[config.mk]
export PLATFORM = sky130hd
export DESIGN_NAME = fpga_spi_cmd_tx
export DESIGN_NICKNAME = d
export VERILOG_FILES = /design/src/rtl/fpga_spi_cmd_tx.sv
export SDC_FILE = /design/constraint.sdc
export NUM_CORES = 1
export LEC_CHECK = 0
export BUFFER_PORTS_ARGS = -buffer_cell sky130_fd_sc_hd__buf_2
export CORE_ASPECT_RATIO = 0.6
export CORE_UTILIZATION = 53
export CTS_CLUSTER_DIAMETER = 60
export DETAILED_ROUTE_END_ITERATION = 10
export PLACE_DENSITY = 0.81
export SYNTH_ARGS = -nofsm -noshare
export SYNTH_HDL_FRONTEND = slang
export SYNTH_SLANG_ARGS = --single-unit
[constraint.sdc]
create_clock -name ck_1356meg -period 2.12 [get_ports ck_1356meg]
set_input_delay 0.106 -clock ck_1356meg [delete_from_list [all_inputs] [get_ports ck_1356meg]]
set_output_delay 0.106 -clock ck_1356meg [all_outputs]
set_load 0.03 [all_outputs]
[src/rtl/fpga_spi_cmd_tx.sv]
// fpga_spi_cmd_tx: SPI command master for the FPGA configuration link.
// Serialises WORD_W-bit command words MSB first on spck/mosi framed by ncs.
// Optional miso capture is enabled by defining FPGA_SPI_CMD_TX_MISO_CAPTURE_EN;
// without it rx_word is tied to zero and miso is ignored.
module fpga_spi_cmd_tx #(
  parameter int WORD_W  = 16,
  parameter int CLK_DIV = 4,
  parameter int GAP_CYC = 2
) (
  input  logic              ck_1356meg,
  input  logic              nreset,
  input  logic              cmd_valid,
  output logic              cmd_ready,
  input  logic [WORD_W-1:0] cmd_word,
  output logic              spck,
  output logic              mosi,
  output logic              ncs,
  input  logic              miso,
  output logic              busy,
  output logic              done,
  output logic [WORD_W-1:0] rx_word
);

  localparam int BW = $clog2(WORD_W);
  localparam logic [7:0]    DIV_LAST = 8'(CLK_DIV - 1);
  localparam logic [7:0]    GAP_LAST = 8'(GAP_CYC - 1);
  localparam logic [BW-1:0] BIT_LAST = BW'(WORD_W - 1);

  typedef enum logic [2:0] {
    S_IDLE,
    S_LOW,
    S_HIGH,
    S_HOLD,
    S_GAP
  } state_t;

  state_t              state_q, state_d;
  logic [7:0]          divcnt_q, divcnt_d;
  logic [7:0]          gapcnt_q, gapcnt_d;
  logic [BW-1:0]       bitcnt_q, bitcnt_d;
  logic [WORD_W-1:0]   shreg_q, shreg_d;
  logic                spck_q, spck_d;
  logic                mosi_q, mosi_d;
  logic                ncs_q, ncs_d;
  logic                cmd_ready_q, cmd_ready_d;
  logic                busy_q, busy_d;
  logic                done_q, done_d;
`ifdef FPGA_SPI_CMD_TX_MISO_CAPTURE_EN
  logic [WORD_W-1:0]   rx_shreg_q, rx_shreg_d;
  logic [WORD_W-1:0]   rx_word_q, rx_word_d;
`endif

  // Next-state and registered-output logic for the frame sequencer.
  always_comb begin
    state_d     = state_q;
    divcnt_d    = divcnt_q;
    gapcnt_d    = gapcnt_q;
    bitcnt_d    = bitcnt_q;
    shreg_d     = shreg_q;
    spck_d      = spck_q;
    mosi_d      = mosi_q;
    ncs_d       = ncs_q;
    cmd_ready_d = cmd_ready_q;
    busy_d      = busy_q;
    done_d      = 1'b0;
`ifdef FPGA_SPI_CMD_TX_MISO_CAPTURE_EN
    rx_shreg_d  = rx_shreg_q;
    rx_word_d   = rx_word_q;
`endif
    case (state_q)
      S_IDLE: begin
        // cmd_word is only looked at here, so changes while busy are ignored.
        if (cmd_valid && cmd_ready_q) begin
          ncs_d       = 1'b0;
          mosi_d      = cmd_word[WORD_W-1];
          shreg_d     = cmd_word;
          cmd_ready_d = 1'b0;
          busy_d      = 1'b1;
          divcnt_d    = DIV_LAST;
          bitcnt_d    = BIT_LAST;
          state_d     = S_LOW;
        end
      end
      S_LOW: begin
        if (divcnt_q == 8'd0) begin
          spck_d   = 1'b1;
          divcnt_d = DIV_LAST;
          state_d  = S_HIGH;
`ifdef FPGA_SPI_CMD_TX_MISO_CAPTURE_EN
          rx_shreg_d = {rx_shreg_q[WORD_W-2:0], miso};
`endif
        end else begin
          divcnt_d = divcnt_q - 8'd1;
        end
      end
      S_HIGH: begin
        if (divcnt_q == 8'd0) begin
          spck_d   = 1'b0;
          divcnt_d = DIV_LAST;
          if (bitcnt_q == '0) begin
            state_d = S_HOLD;
          end else begin
            // mosi moves on the falling spck edge, giving a full half-period
            // of setup before the next rise.
            bitcnt_d = bitcnt_q - BW'(1);
            shreg_d  = shreg_q << 1;
            mosi_d   = shreg_q[WORD_W-2];
            state_d  = S_LOW;
          end
        end else begin
          divcnt_d = divcnt_q - 8'd1;
        end
      end
      S_HOLD: begin
        if (divcnt_q == 8'd0) begin
          ncs_d    = 1'b1;
          done_d   = 1'b1;
          mosi_d   = 1'b0;
          gapcnt_d = GAP_LAST;
          state_d  = S_GAP;
`ifdef FPGA_SPI_CMD_TX_MISO_CAPTURE_EN
          rx_word_d = rx_shreg_q;
`endif
        end else begin
          divcnt_d = divcnt_q - 8'd1;
        end
      end
      S_GAP: begin
        if (gapcnt_q == 8'd0) begin
          cmd_ready_d = 1'b1;
          busy_d      = 1'b0;
          state_d     = S_IDLE;
        end else begin
          gapcnt_d = gapcnt_q - 8'd1;
        end
      end
      default: begin
        state_d = S_IDLE;
      end
    endcase
  end

  // State register; reset forces idle line levels at once, even mid-frame.
  always_ff @(posedge ck_1356meg) begin
    if (!nreset) begin
      state_q     <= S_IDLE;
      divcnt_q    <= '0;
      gapcnt_q    <= '0;
      bitcnt_q    <= '0;
      shreg_q     <= '0;
      spck_q      <= 1'b0;
      mosi_q      <= 1'b0;
      ncs_q       <= 1'b1;
      cmd_ready_q <= 1'b1;
      busy_q      <= 1'b0;
      done_q      <= 1'b0;
`ifdef FPGA_SPI_CMD_TX_MISO_CAPTURE_EN
      rx_shreg_q  <= '0;
      rx_word_q   <= '0;
`endif
    end else begin
      state_q     <= state_d;
      divcnt_q    <= divcnt_d;
      gapcnt_q    <= gapcnt_d;
      bitcnt_q    <= bitcnt_d;
      shreg_q     <= shreg_d;
      spck_q      <= spck_d;
      mosi_q      <= mosi_d;
      ncs_q       <= ncs_d;
      cmd_ready_q <= cmd_ready_d;
      busy_q      <= busy_d;
      done_q      <= done_d;
`ifdef FPGA_SPI_CMD_TX_MISO_CAPTURE_EN
      rx_shreg_q  <= rx_shreg_d;
      rx_word_q   <= rx_word_d;
`endif
    end
  end

  assign cmd_ready = cmd_ready_q;
  assign spck      = spck_q;
  assign mosi      = mosi_q;
  assign ncs       = ncs_q;
  assign busy      = busy_q;
  assign done      = done_q;

`ifdef FPGA_SPI_CMD_TX_MISO_CAPTURE_EN
  assign rx_word = rx_word_q;
`else
  // Capture disabled: miso is deliberately left unconnected internally.
  logic unused_miso;
  assign unused_miso = miso;
  assign rx_word     = '0;
`endif

endmodule
# ---- Word level (Yosys, flattened, before mapping)
# Index checks and enable logic that the tools add are counted.
dict set report classes {
  add_sub_neg 3
  eq_ne 12
  muxes 37
  n_reduce_logical 22
}
# op n
set ops {}
lappend ops {{15-bit two-way mux} 3}
lappend ops {{8-bit two-way mux} 5}
lappend ops {{15-bit one-hot mux with 2 select lines} 1}
lappend ops {{8-bit one-hot mux with 3 select lines} 1}
lappend ops {{8-bit logical NOT} 2}
lappend ops {{2-bit != test, second input constant} 8}
lappend ops {{8-bit one-hot mux with 2 select lines} 1}
lappend ops {{8-bit by 1-bit subtractor with 8-bit output, second input constant} 2}
lappend ops {{3-bit two-way mux} 5}
lappend ops {{3-bit one-hot mux with 5 select lines} 1}
lappend ops {{3-bit AND reduction} 5}
lappend ops {{4-bit two-way mux} 3}
lappend ops {{1-bit two-way mux} 10}
lappend ops {{5-bit AND reduction} 2}
lappend ops {{2-bit nonzero test} 5}
lappend ops {{1-bit one-hot mux with 2 select lines} 4}
lappend ops {{4-bit one-hot mux with 2 select lines} 1}
lappend ops {{3-bit by 2-bit equality test with 1-bit output, second input constant} 2}
lappend ops {{3-bit nonzero test} 2}
lappend ops {{4-bit logical NOT} 1}
lappend ops {{4-bit AND reduction} 1}
lappend ops {{4-bit by 1-bit subtractor with 4-bit output, second input constant} 1}
lappend ops {{3-bit by 1-bit equality test with 1-bit output, second input constant} 1}
lappend ops {{3-bit equality test, second input constant} 1}
lappend ops {{other kinds (6)} 6}
dict set report word_totals {
  ff_bits 44
  inputBits 20
  output_inout_bits 22
  word_cells 85
}

# ---- Depth between registers and ports, before layout
# Gate-level depths: netlist (run 1).
dict set report depth {
  word_depth 4
  mapped_depth 8
  ltp_nobuf 6
}

# ---- Least setup slack after synthesis (run 1)
# No wires, ideal clock.
dict set report synth_path {
  path_type {flip-flop to flip-flop}
  startpoint {register divcnt_q[0]}
  endpoint {register divcnt_q[2]}
  arrival_ns 1.832
  t_required_ns 1.999
  setup_slack_ns 0.167
  path_stages_with_launch 7
  n_path_buf 0
  period_less_slack_ns 1.953
  path_cell_list {dfxtp_1 inv_1 ha_1 nor4b_1 a311oi_1 o22ai_1 mux2_2}
}
dict set report synth_via {
  elab_chain_cells 3
  elab_cells_between_ends 7
  cone_classes {1 x add/sub; 1 x eq/ne; 3 x mux; 2 x reduce/logical}
}
# item line
set synth_rtl {}
lappend synth_rtl {{start: declaration} 38} ;# logic [7:0] divcnt_q, divcnt_d;
lappend synth_rtl {{start signal: assignment} 163} ;# divcnt_q <= divcnt_d;
lappend synth_rtl {{8-bit by 1-bit subtractor with 8-bit output or 8-bit logical NOT (tied branches)} --}
lappend synth_rtl {{8-bit two-way mux (tied with other cells)} 115} ;# if (divcnt_q == 8'd0) begin
lappend synth_rtl {{8-bit one-hot mux with 3 select lines or 3-bit AND reduction (tied branches)} --}
# Parallel ways exist; a longest one is shown, timed or not. The select of a mux whose other input is x is not followed.
# A chain may end at the register's enable or synchronous reset.

# ---- Final worst setup path (run 1)
dict set report layout_path {
  startpoint {register divcnt_q[0]}
  endpoint {register shreg_q[0]}
}
dict set report layout_via {
  elab_chain_cells 3
}
# item line
set layout_rtl {}
lappend layout_rtl {{8-bit logical NOT} 97} ;# if (divcnt_q == 8'd0) begin
lappend layout_rtl {{2-bit != test (no source line)} --}
lappend layout_rtl {{4-bit AND reduction (no source line)} --}
lappend layout_rtl {{end signal: assignment} 166} ;# shreg_q <= shreg_d;
lappend layout_rtl {{end: declaration} 41} ;# logic [WORD_W-1:0] shreg_q, shreg_d;
# Every way passes these cells.

==> results.md, run 1 <==
- Status: completed
- Final slew viol count: 0
- Startpoint types: flip-flop
- Leakage: 0.00103 uW
- DR vias: 2,070
- Setup TNS Final: 0 ns
- Die width: 88.2 um
- Net Sw Frac: 0.429
- Net load switching power: 1670 uW
- Critical-path cell with the highest stage delay: or4b_4
- Cells after Synth: 258
- Antenna cell count: 0
- Top cells by count, synth: dfxtp_1, a21oi_1, a211oi_1
- Largest area contributor in the netlist: dfxtp_1
- Crit end category: flip-flop
- GRT Total Usage: 0.231
- Max cap viols: 0
- DRT antenna net count: 0
- Drt wl/cell: between 10 and 15 um
- Setup violators final: 0
- Die Y: 53.7 um
- Residual DRC: 0
- Buf+Inv Stages, Crit Path: 2
- Worst vdd rail ir drop: ~0.00066 V
- Post-synthesis cell type count: 59
- Largest net degree at the start of global routing: 26
- Synthesized cell area: 0.00236 mm^2
- CTS buffer count: 5
- CTS root buffer: clkbuf_8
- Clock Power Share: 0.141
- Worst Path Required: 2.35 ns
- Initial core utilization: 0.564
- Overall power: 3890 uW
- Final clock period utilization by the worst path: 0.939
- Crit-path max cell delay: 0.51 ns
- Int Power: 2220 uW
- Fin. Hold Viols: 0
- Worst-path cell chain: inv_1 > ha_1 > or4b_4 > o31ai_4 > and2_4 > buf_12 > mux2i_1
- Num rows: 18
- Pre-antenna DRT Iters: 4
- First-pass GRT wire length: slightly above 8000 um
- GPL Wtd Cong: 0.825
- Cell family contributing the most delay on the critical path: simple AND/OR/NAND/NOR gates
- Post-synth top area share: 0.373
- Comb pwr share: 0.511
- CTS H-Tree Depth: 2
- Clk_lat worst skew: 0.30 ns
- Post-synth EDFFs: 0
- Synthesized flop and latch total: 44
- IO Count: 42
- DR vias/cell: 5.93
- Clk sinks: 44
- Avg Inst Size Synth: 9.16 um^2
- Vias in the first global route: 1,677
- Post-layout minimum cycle time: 1.99 ns
- YS warnings: 0
- CP max FO: 19
- Worst-Margin Slew: 0.846 ns
- Final Routed Wirelength: a little over 5000 um
- Antenna violations before repair: 0
- Synth async-reset ratio: 0
- CP Class: reg -> reg
- Relative slew slack: 0.435
- Clock transition at path regs: 0.08 ns
- # nets final: 313
- Seq/Total Area, Yosys: 0.373
- Layout area overhead: 11.6%
- Core Footprint: 0.00419 mm^2
- First DRT Iteration DRCs: 153
- Die ar.: ~0.0047 mm^2
- Dpl hpwl: 3680 um
- Hold Crit Class: in -> reg
- Top cells by area, synth: dfxtp_1, mux2i_1, a211oi_1
- Clock skew: 0.00452 ns
- CTS tree: yes
- Crit path DAT: between 2 and 2.5 ns
- Number of buffers added on ports: 24
- Sequential power share: 0.349
- P per Cell Area: between 1000 and 1500 mW/mm^2
- Total grt overflow: 0
- RSZ-0062 raised after global routing: no
- Ratio of cells with drive above 1 in the final layout: 0.201
- Ys flop type: dfxtp_1
- Clk buf depth: 2
- Most numerous cell in the Yosys netlist: dfxtp_1
- Maximum clock rate: 503 MHz
==> logic make-up (layout without fill, tap and decap cells) <==
logic type / Yosys count / in the layout / synth area share
other: 1 / 16 / 0.00159
multiplexers: 16 / 16 / 0.0683
XOR/XNOR: 2 / 2 / 0.00741
AND/OR/NAND/NOR: 64 / 64 / 0.166
AO/OA/AOI/OAI: 83 / 83 / 0.253
flip-flops: 44 / 44 / 0.373
adder cells (fa/ha/maj): 5 / 5 / 0.0265
buffers and inverters: 43 / 59 / 0.105
==> power by group through the flow <==
stage	Combinational (uW)	Sequential [uW]	Clock, uW
2_1_floorplan	1430	1360	0
5_1_grt	2160	1400	596
4_1_cts	1940	1350	565
6_report	1990	1360	548
3_3_place_gp	1870	1350	0
3_5_place_dp	1940	1370	0
==> worst reg2reg max path: stages, from the launching register on <==
cell,delay [ns]
dfxtp_1,0.34
inv_1,0.09
ha_1,0.17
or4b_4,0.51
o31ai_4,0.25
and2_4,0.20
buf_12,0.15
mux2i_1,0.21
==> timing repair <==
action | 4_1_cts | 5_1_grt
gates resized for setup | 0 | 3
setup buffers | 0 | 0
hold buffers | 0 | 0
setup endpoints to repair | 0 | 5
==> cell type report <==
| type | instances | area [um^2] |
|---|---|---|
| sequential | 44 | 881 |
| inverter | 13 | 48.8 |
| fill | 375 | 1550 |
| clock inverter | 1 | 7.51 |
| multi-input combinational | 186 | 1300 |
| timing repair buffer | 38 | 241 |
| tap | 60 | 75.1 |
| clock buffer | 7 | 86.3 |
==> cell usage in the layout, fill, tap and decap left out, types with 2 or more instances in the layout <==
cell / synthesis / layout
nand2b_1: 3 / 3
a21oi_1: 20 / 20
nor3_1: 6 / 6
nor2_1: 13 / 13
o31ai_1: 2 / 2
nor3b_1: 3 / 3
nor4bb_1: 2 / 2
dfxtp_1: 44 / 44
o21a_1: 2 / 2
a211oi_1: 19 / 18
a41oi_1: 2 / 2
a311oi_1: 4 / 4
or4_1: 4 / 4
o21ai_0: 5 / 5
a31oi_1: 3 / 3
nand2_1: 4 / 4
nor2b_1: 2 / 2
mux2i_1: 15 / 15
or3_1: 6 / 6
nand3b_1: 3 / 3
buf_2: 3 / 24
o41ai_1: 2 / 2
ha_1: 5 / 5
o2111a_1: 2 / 2
nand3_1: 3 / 3
inv_1: 13 / 13
nor4b_1: 2 / 2
buf_4: 18 / 12
a21o_1: 4 / 4
nor4_1: 4 / 4
o22ai_1: 5 / 5
clkbuf_8: 0 / 6
conb_1: 1 / 16
==> worst paths after layout <==
check,startpoint,endpoint,slack [ns],cells past startpoint
max,divcnt_q[0],shreg_q[0],0.13,7
min,cmd_word[0],shreg_q[0],0.13,3
max reg2reg,divcnt_q[0],shreg_q[0],0.13,7
min reg2reg,ncs,ncs,0.45,1
==> layer usage <==
metal / track usage / vias to the layer above / share of wire
met5: 0 / - / 0
met4: 0.105 / 0 / 0.014
met3: 0.0506 / 7 / 0.070
met2: 0.324 / 73 / 0.41
met1: 0.335 / 979 / 0.50
li1: - / 1011 / -
==> metrics by stage <==
step / worst slack (ns) / hold WS, ns / instance area, um^2 / cells / util
after floorplan: 0.167 / 0.264 / 2420 / 273 / -
after global placement: 0.198 / 0.398 / 2530 / 341 / 0.605
after detailed placement: 0.142 / 0.420 / 2530 / 341 / 0.605
after CTS: 0.127 / 0.105 / 2630 / 349 / 0.627
after global routing: 0.00347 / 0.134 / 2640 / 349 / 0.630
final: 0.130 / 0.126 / 2640 / 349 / 0.630
==> state kept, by name, summed over array words and instances, names as in the netlist <==
name	flops
done	1
ncs	1
cmd_ready	1
divcnt_q	8
mosi	1
bitcnt_q	4
busy	1
state_q	3
shreg_q	15
gapcnt_q	8
spck	1
Power figures use the tool's default switching activity.
==> run 2: changes to the inputs <==
==> constraint.sdc (replaced) <==
create_clock -name ck_1356meg -period 2.12 [get_ports ck_1356meg]
set_input_delay 0.424 -clock ck_1356meg [delete_from_list [all_inputs] [get_ports ck_1356meg]]
set_output_delay 0.424 -clock ck_1356meg [all_outputs]
set_load 0.03 [all_outputs]
==> results.md, run 2 (synthesis results as in run 1) <==
- Clock transition at path regs: 0.07 ns
- CTS root buffer: clkbuf_8
- CTS tree: yes
- RSZ-0062 raised after global routing: no
- Worst-Margin Slew: 0.545 ns
- Largest regs: shreg_q (15), divcnt_q (8), gapcnt_q (8)
- GRT Total Usage: 0.222
- CP max FO: 15
- Die Y: 53.7 um
- Worst vdd rail ir drop: 0.000675 V
- Setup TNS Final: 0 ns
- Setup violators final: 0
- DR vias: 2,033
- Drt wl/cell: 14.7 um
- Crit path DAT: 2.19 ns
- Max cap viols: 0
- Hold Crit Class: in -> reg
- Die width: 88.2 um
- Max reg flops: 15
- Dpl hpwl: 3730 um
- Crit end category: flip-flop
- Post CTS Setup Buffer Count: 0
- Clock skew: 0.00865 ns
- Register with the most flip-flops: shreg_q
- Total grt overflow: 0
- Core Footprint: 0.00419 mm^2
- Maximum clock rate: 504 MHz
- Final Routed Wirelength: 5130 um
- Leakage: 0.00102 uW
- First DRT Iteration DRCs: 126
- Antenna violations before repair: 0
- Most frequent cells in the layout: dfxtp_1, buf_2, a21oi_1
- CTS H-Tree Depth: 2
- Fin. Hold Viols: 0
- Layout area overhead: 10.7%
- Post-layout minimum cycle time: approximately 2 ns
- Status: completed
- Num rows: 18
- Relative slew slack: 0.636
- Startpoint types: flip-flop
- Commonest non-fill, non-tap cell in the layout: dfxtp_1
- Final slew viol count: 0
- Largest net degree at the start of global routing: 20
- Worst Path Required: 2.32 ns
- Cts hold-fix bufs: 0
- CTS buffer count: 5
- P per Cell Area: 1460 mW/mm^2
- CP Class: reg -> reg
- Number of buffers added on ports: 24
- Clk sinks: 44
- # nets final: about 310
- DRT antenna net count: 0
- Clk buf depth: 2
- Initial core utilization: 0.564
- Clk_lat worst skew: 0.30 ns
- Residual DRC: 0
- IO Count: 42
- First-pass GRT wire length: 7960 um
- Die ar.: 0.00474 mm^2
- Final clock period utilization by the worst path: 0.937
- Antenna cell count: 0
- Ratio of cells with drive above 1 in the final layout: 0.188
- GPL Wtd Cong: between 0.8 and 0.9
- DR vias/cell: between 5 and 6
- Vias in the first global route: 1,660
- Pre-antenna DRT Iters: 4
- CTS resizes: 0
- WHS: 0.429 ns
==> run 2: cell count changes in the layout (fill, tap and decap cells not counted), sizes merged <==
cell / before / now
clkbuf: 7 / 8
clkinvlp: 1 / 0
buf: 38 / 37
==> run 2: worst paths after layout <==
check,slack [ns],end,start,cells past startpoint
setup / recovery,0.13,shreg_q[7],divcnt_q[0],7
setup reg to reg,0.13,shreg_q[7],divcnt_q[0],7
hold reg to reg,0.45,ncs,ncs,1
hold / removal,0.43,shreg_q[0],cmd_word[0],3
==> run 2: final cells by class <==
type	instances	area, um^2
inverters	13	48.8
clock buffers	8	90.1
flip-flops and latches	44	881
multi-input cells	186	1290
well taps	60	75.1
repair buffers	37	230
fillers	371	1570
==> run 2: critical path: stages (launching register included) <==
cell,delay [ns]
dfxtp_1,0.34
inv_1,0.09
ha_1,0.17
or4b_4,0.51
o31ai_4,0.20
buf_4,0.25
a21oi_1,0.10
a211oi_1,0.24
==> run 2: metrics by stage <==
stage | total power, uW | setup slack, ns | std cells | instance area (um^2) | utilization
finish | 3820 | 0.134 | 348 | 2620 | 0.625
global route | 4080 | 0.0371 | 348 | 2620 | 0.625
CTS | 3800 | 0.138 | 348 | 2620 | 0.625
detailed placement | 3260 | 0.163 | 340 | 2530 | 0.603
global placement | 3180 | 0.222 | 340 | 2530 | 0.603
floorplan | 2780 | 0.167 | 273 | 2420 | -
==> run 2: routing by layer <==
layer	track usage	routed length, um
met1	0.335	2660
met2	0.299	2130
met3	0.0521	303
met4	0.0833	31
met5	0	0
==> run 2: power breakdown <==
part / internal (uW) / switching, uW / total, uW / leakage (uW)
clock: 266 / 277 / 543 / 0.0000455
sequential: 1110 / 241 / 1350 / 0.000361
combinational: 795 / 1130 / 1930 / 0.000612
total: 2170 / 1650 / 3820 / 0.00102
==> run 3: changes to the inputs <==
--- a/config.mk
+++ b/config.mk
@@ -12,4 +12,5 @@
 export DETAILED_ROUTE_END_ITERATION = 10
 export PLACE_DENSITY = 0.81
+export RECOVER_POWER = 50
 export SYNTH_ARGS = -nofsm -noshare
 export SYNTH_HDL_FRONTEND = slang
==> constraint.sdc (replaced) <==
create_clock -name ck_1356meg -period 2.12 [get_ports ck_1356meg]
set_input_delay 0.636 -clock ck_1356meg [delete_from_list [all_inputs] [get_ports ck_1356meg]]
set_output_delay 0.636 -clock ck_1356meg [all_outputs]
set_load 0.03 [all_outputs]
==> results.md, run 3 (synthesis results as in run 1) <==
- Vias in the first global route: 1,562
- Final Routed Wirelength: 5090 um
- Dpl hpwl: between 3000 and 4000 um
- Buf+Inv Stages, Crit Path: 2
- Post-layout minimum cycle time: 1.99 ns
- # nets final: 314
- Total grt overflow: 0
- Drt wl/cell: 14.6 um
- Crit-path max cell delay: approximately 0.52 ns
- Setup violators final: 0
- Clock transition at path regs: 0.08 ns
- CTS tree: yes
- Worst-path cell chain: inv_1 > ha_1 > or4b_4 > o31ai_4 > buf_4 > a21oi_1 > a211oi_1
- Number of buffers added on ports: 24
- R2r endpoint: shreg_q[6]
- Crit path DAT: 2.20 ns
- Storage cell area: 881 um^2
- Hold Path Origin: ncs
- CTS H-Tree Depth: 2
- IO Count: 42
- Die Y: around 54 um
- Finished layout cell area: 0.00263 mm^2
- Setup TNS Final: 0 ns
- GRT Total Usage: 0.219
- CP Class: reg -> reg
- Num rows: 18
- DRT antenna net count: 0
- Register with the most flip-flops: shreg_q
- Hold worst-path end: ncs
- RSZ-0062 raised after global routing: no
- Worst Path Required: roughly 2.3 ns
- Initial core utilization: 0.564
- R2r setup slk: 0.13 ns
- Cts hold-fix bufs: 0
- Most frequent cells in the layout: dfxtp_1, a21oi_1, a211oi_1
- Status: completed
- Residual DRC: 0
- Pre-antenna DRT Iters: 4
- DP Cell Count: 342
- Worst-Margin Slew: between 0.4 and 0.5 ns
- Critical-path cell with the highest stage delay: or4b_4
- Antenna violations before repair: 0
- Clk_lat worst skew: 0.31 ns
- Final slew viol count: 0
- Final core occ: 0.628
- Leakage: 0.00100 uW
- Startpoint types: flip-flop
- CTS root buffer: clkbuf_8
- Commonest non-fill, non-tap cell in the layout: dfxtp_1
- Antenna cell count: 0
- Hold Crit Class: reg -> reg
- Core Footprint: 0.00419 mm^2
- First-pass GRT wire length: 7670 um
- Worst vdd rail ir drop: 0.000643 V
- Maximum clock rate: 502 MHz
- Clk sinks: 44
- Final clock period utilization by the worst path: 0.939
- First DRT Iteration DRCs: 136
- DR vias: roughly 2,000
- Fin. Hold Viols: 0
- CTS resizes: 0
- Crit end category: flip-flop
- Die ar.: 0.00474 mm^2
- Clock skew: 0.0127 ns
- Multi-input logic area: between 0.001 and 0.0015 mm^2
- Cell family contributing the most delay on the critical path: compound AO/OA/AOI/OAI gates
- Critical R2R Launch: divcnt_q[0]
- R2R depth: 7
- Hold path depth: 1
- Largest net degree at the start of global routing: 20
- Die width: 88.2 um
- CP Launch Point: divcnt_q[0]
- Ratio of cells with drive above 1 in the final layout: 0.169
- DR vias/cell: 5.77
- Non-filler cells, final: between 300 and 400
- P per Cell Area: 1460 mW/mm^2
- Max reg flops: 15
- Relative slew slack: 0.668
- Fillers: 359
- Max cap viols: 0
- GPL Wtd Cong: 0.837
- Largest regs: shreg_q (15), divcnt_q (8), gapcnt_q (8)
- CTS buffer count: 5
- Clk buf depth: 2
- WHS: between 0.4 and 0.5 ns
- CP max FO: 11
- Instance area after placement: 0.00255 mm^2
- Post CTS Setup Buffer Count: 0
- Layout area overhead: 11.3%
==> run 3: worst max path at each step <==
stage	slack, ns	cells past startpoint	to
final	0.13	7	shreg_q[6]
after floorplan	0.17	6	divcnt_q[2]
after CTS	0.13	7	shreg_q[6]
after global placement	0.22	7	shreg_q[0]
after detailed placement	0.16	7	shreg_q[6]
after global routing	0.01	7	shreg_q[6]
==> run 3: routing by layer <==
metal	up-vias	GRT usage	wire, um
li1	1009	-	-
met1	950	0.333	2640
met2	53	0.291	2110
met3	7	0.0521	273
met4	0	0.0887	72
met5	-	0	0
==> run 3: cell type report <==
type / count / share of cell area
multi-input combinational: 186 / 0.491
sequential: 44 / 0.335
timing repair buffer: 39 / 0.0913
clock buffer: 7 / 0.0328
tap: 60 / 0.0285
inverter: 13 / 0.0186
clock inverter: 1 / 0.00285
==> run 3: power by group <==
group / switching, uW / leakage [uW] / internal [uW]
logic: 1130 / 0.000598 / 800
registers: 233 / 0.000361 / 1110
clock network: 300 / 0.0000445 / 265
total: 1670 / 0.00100 / 2170
==> run 3: per-stage QoR <==
step	setup WS, ns	total power, uW
2_1_floorplan	0.167	2780
3_3_place_gp	0.221	3230
3_5_place_dp	0.162	3300
4_1_cts	0.133	3860
5_1_grt	0.0146	4100
6_report	0.129	3840
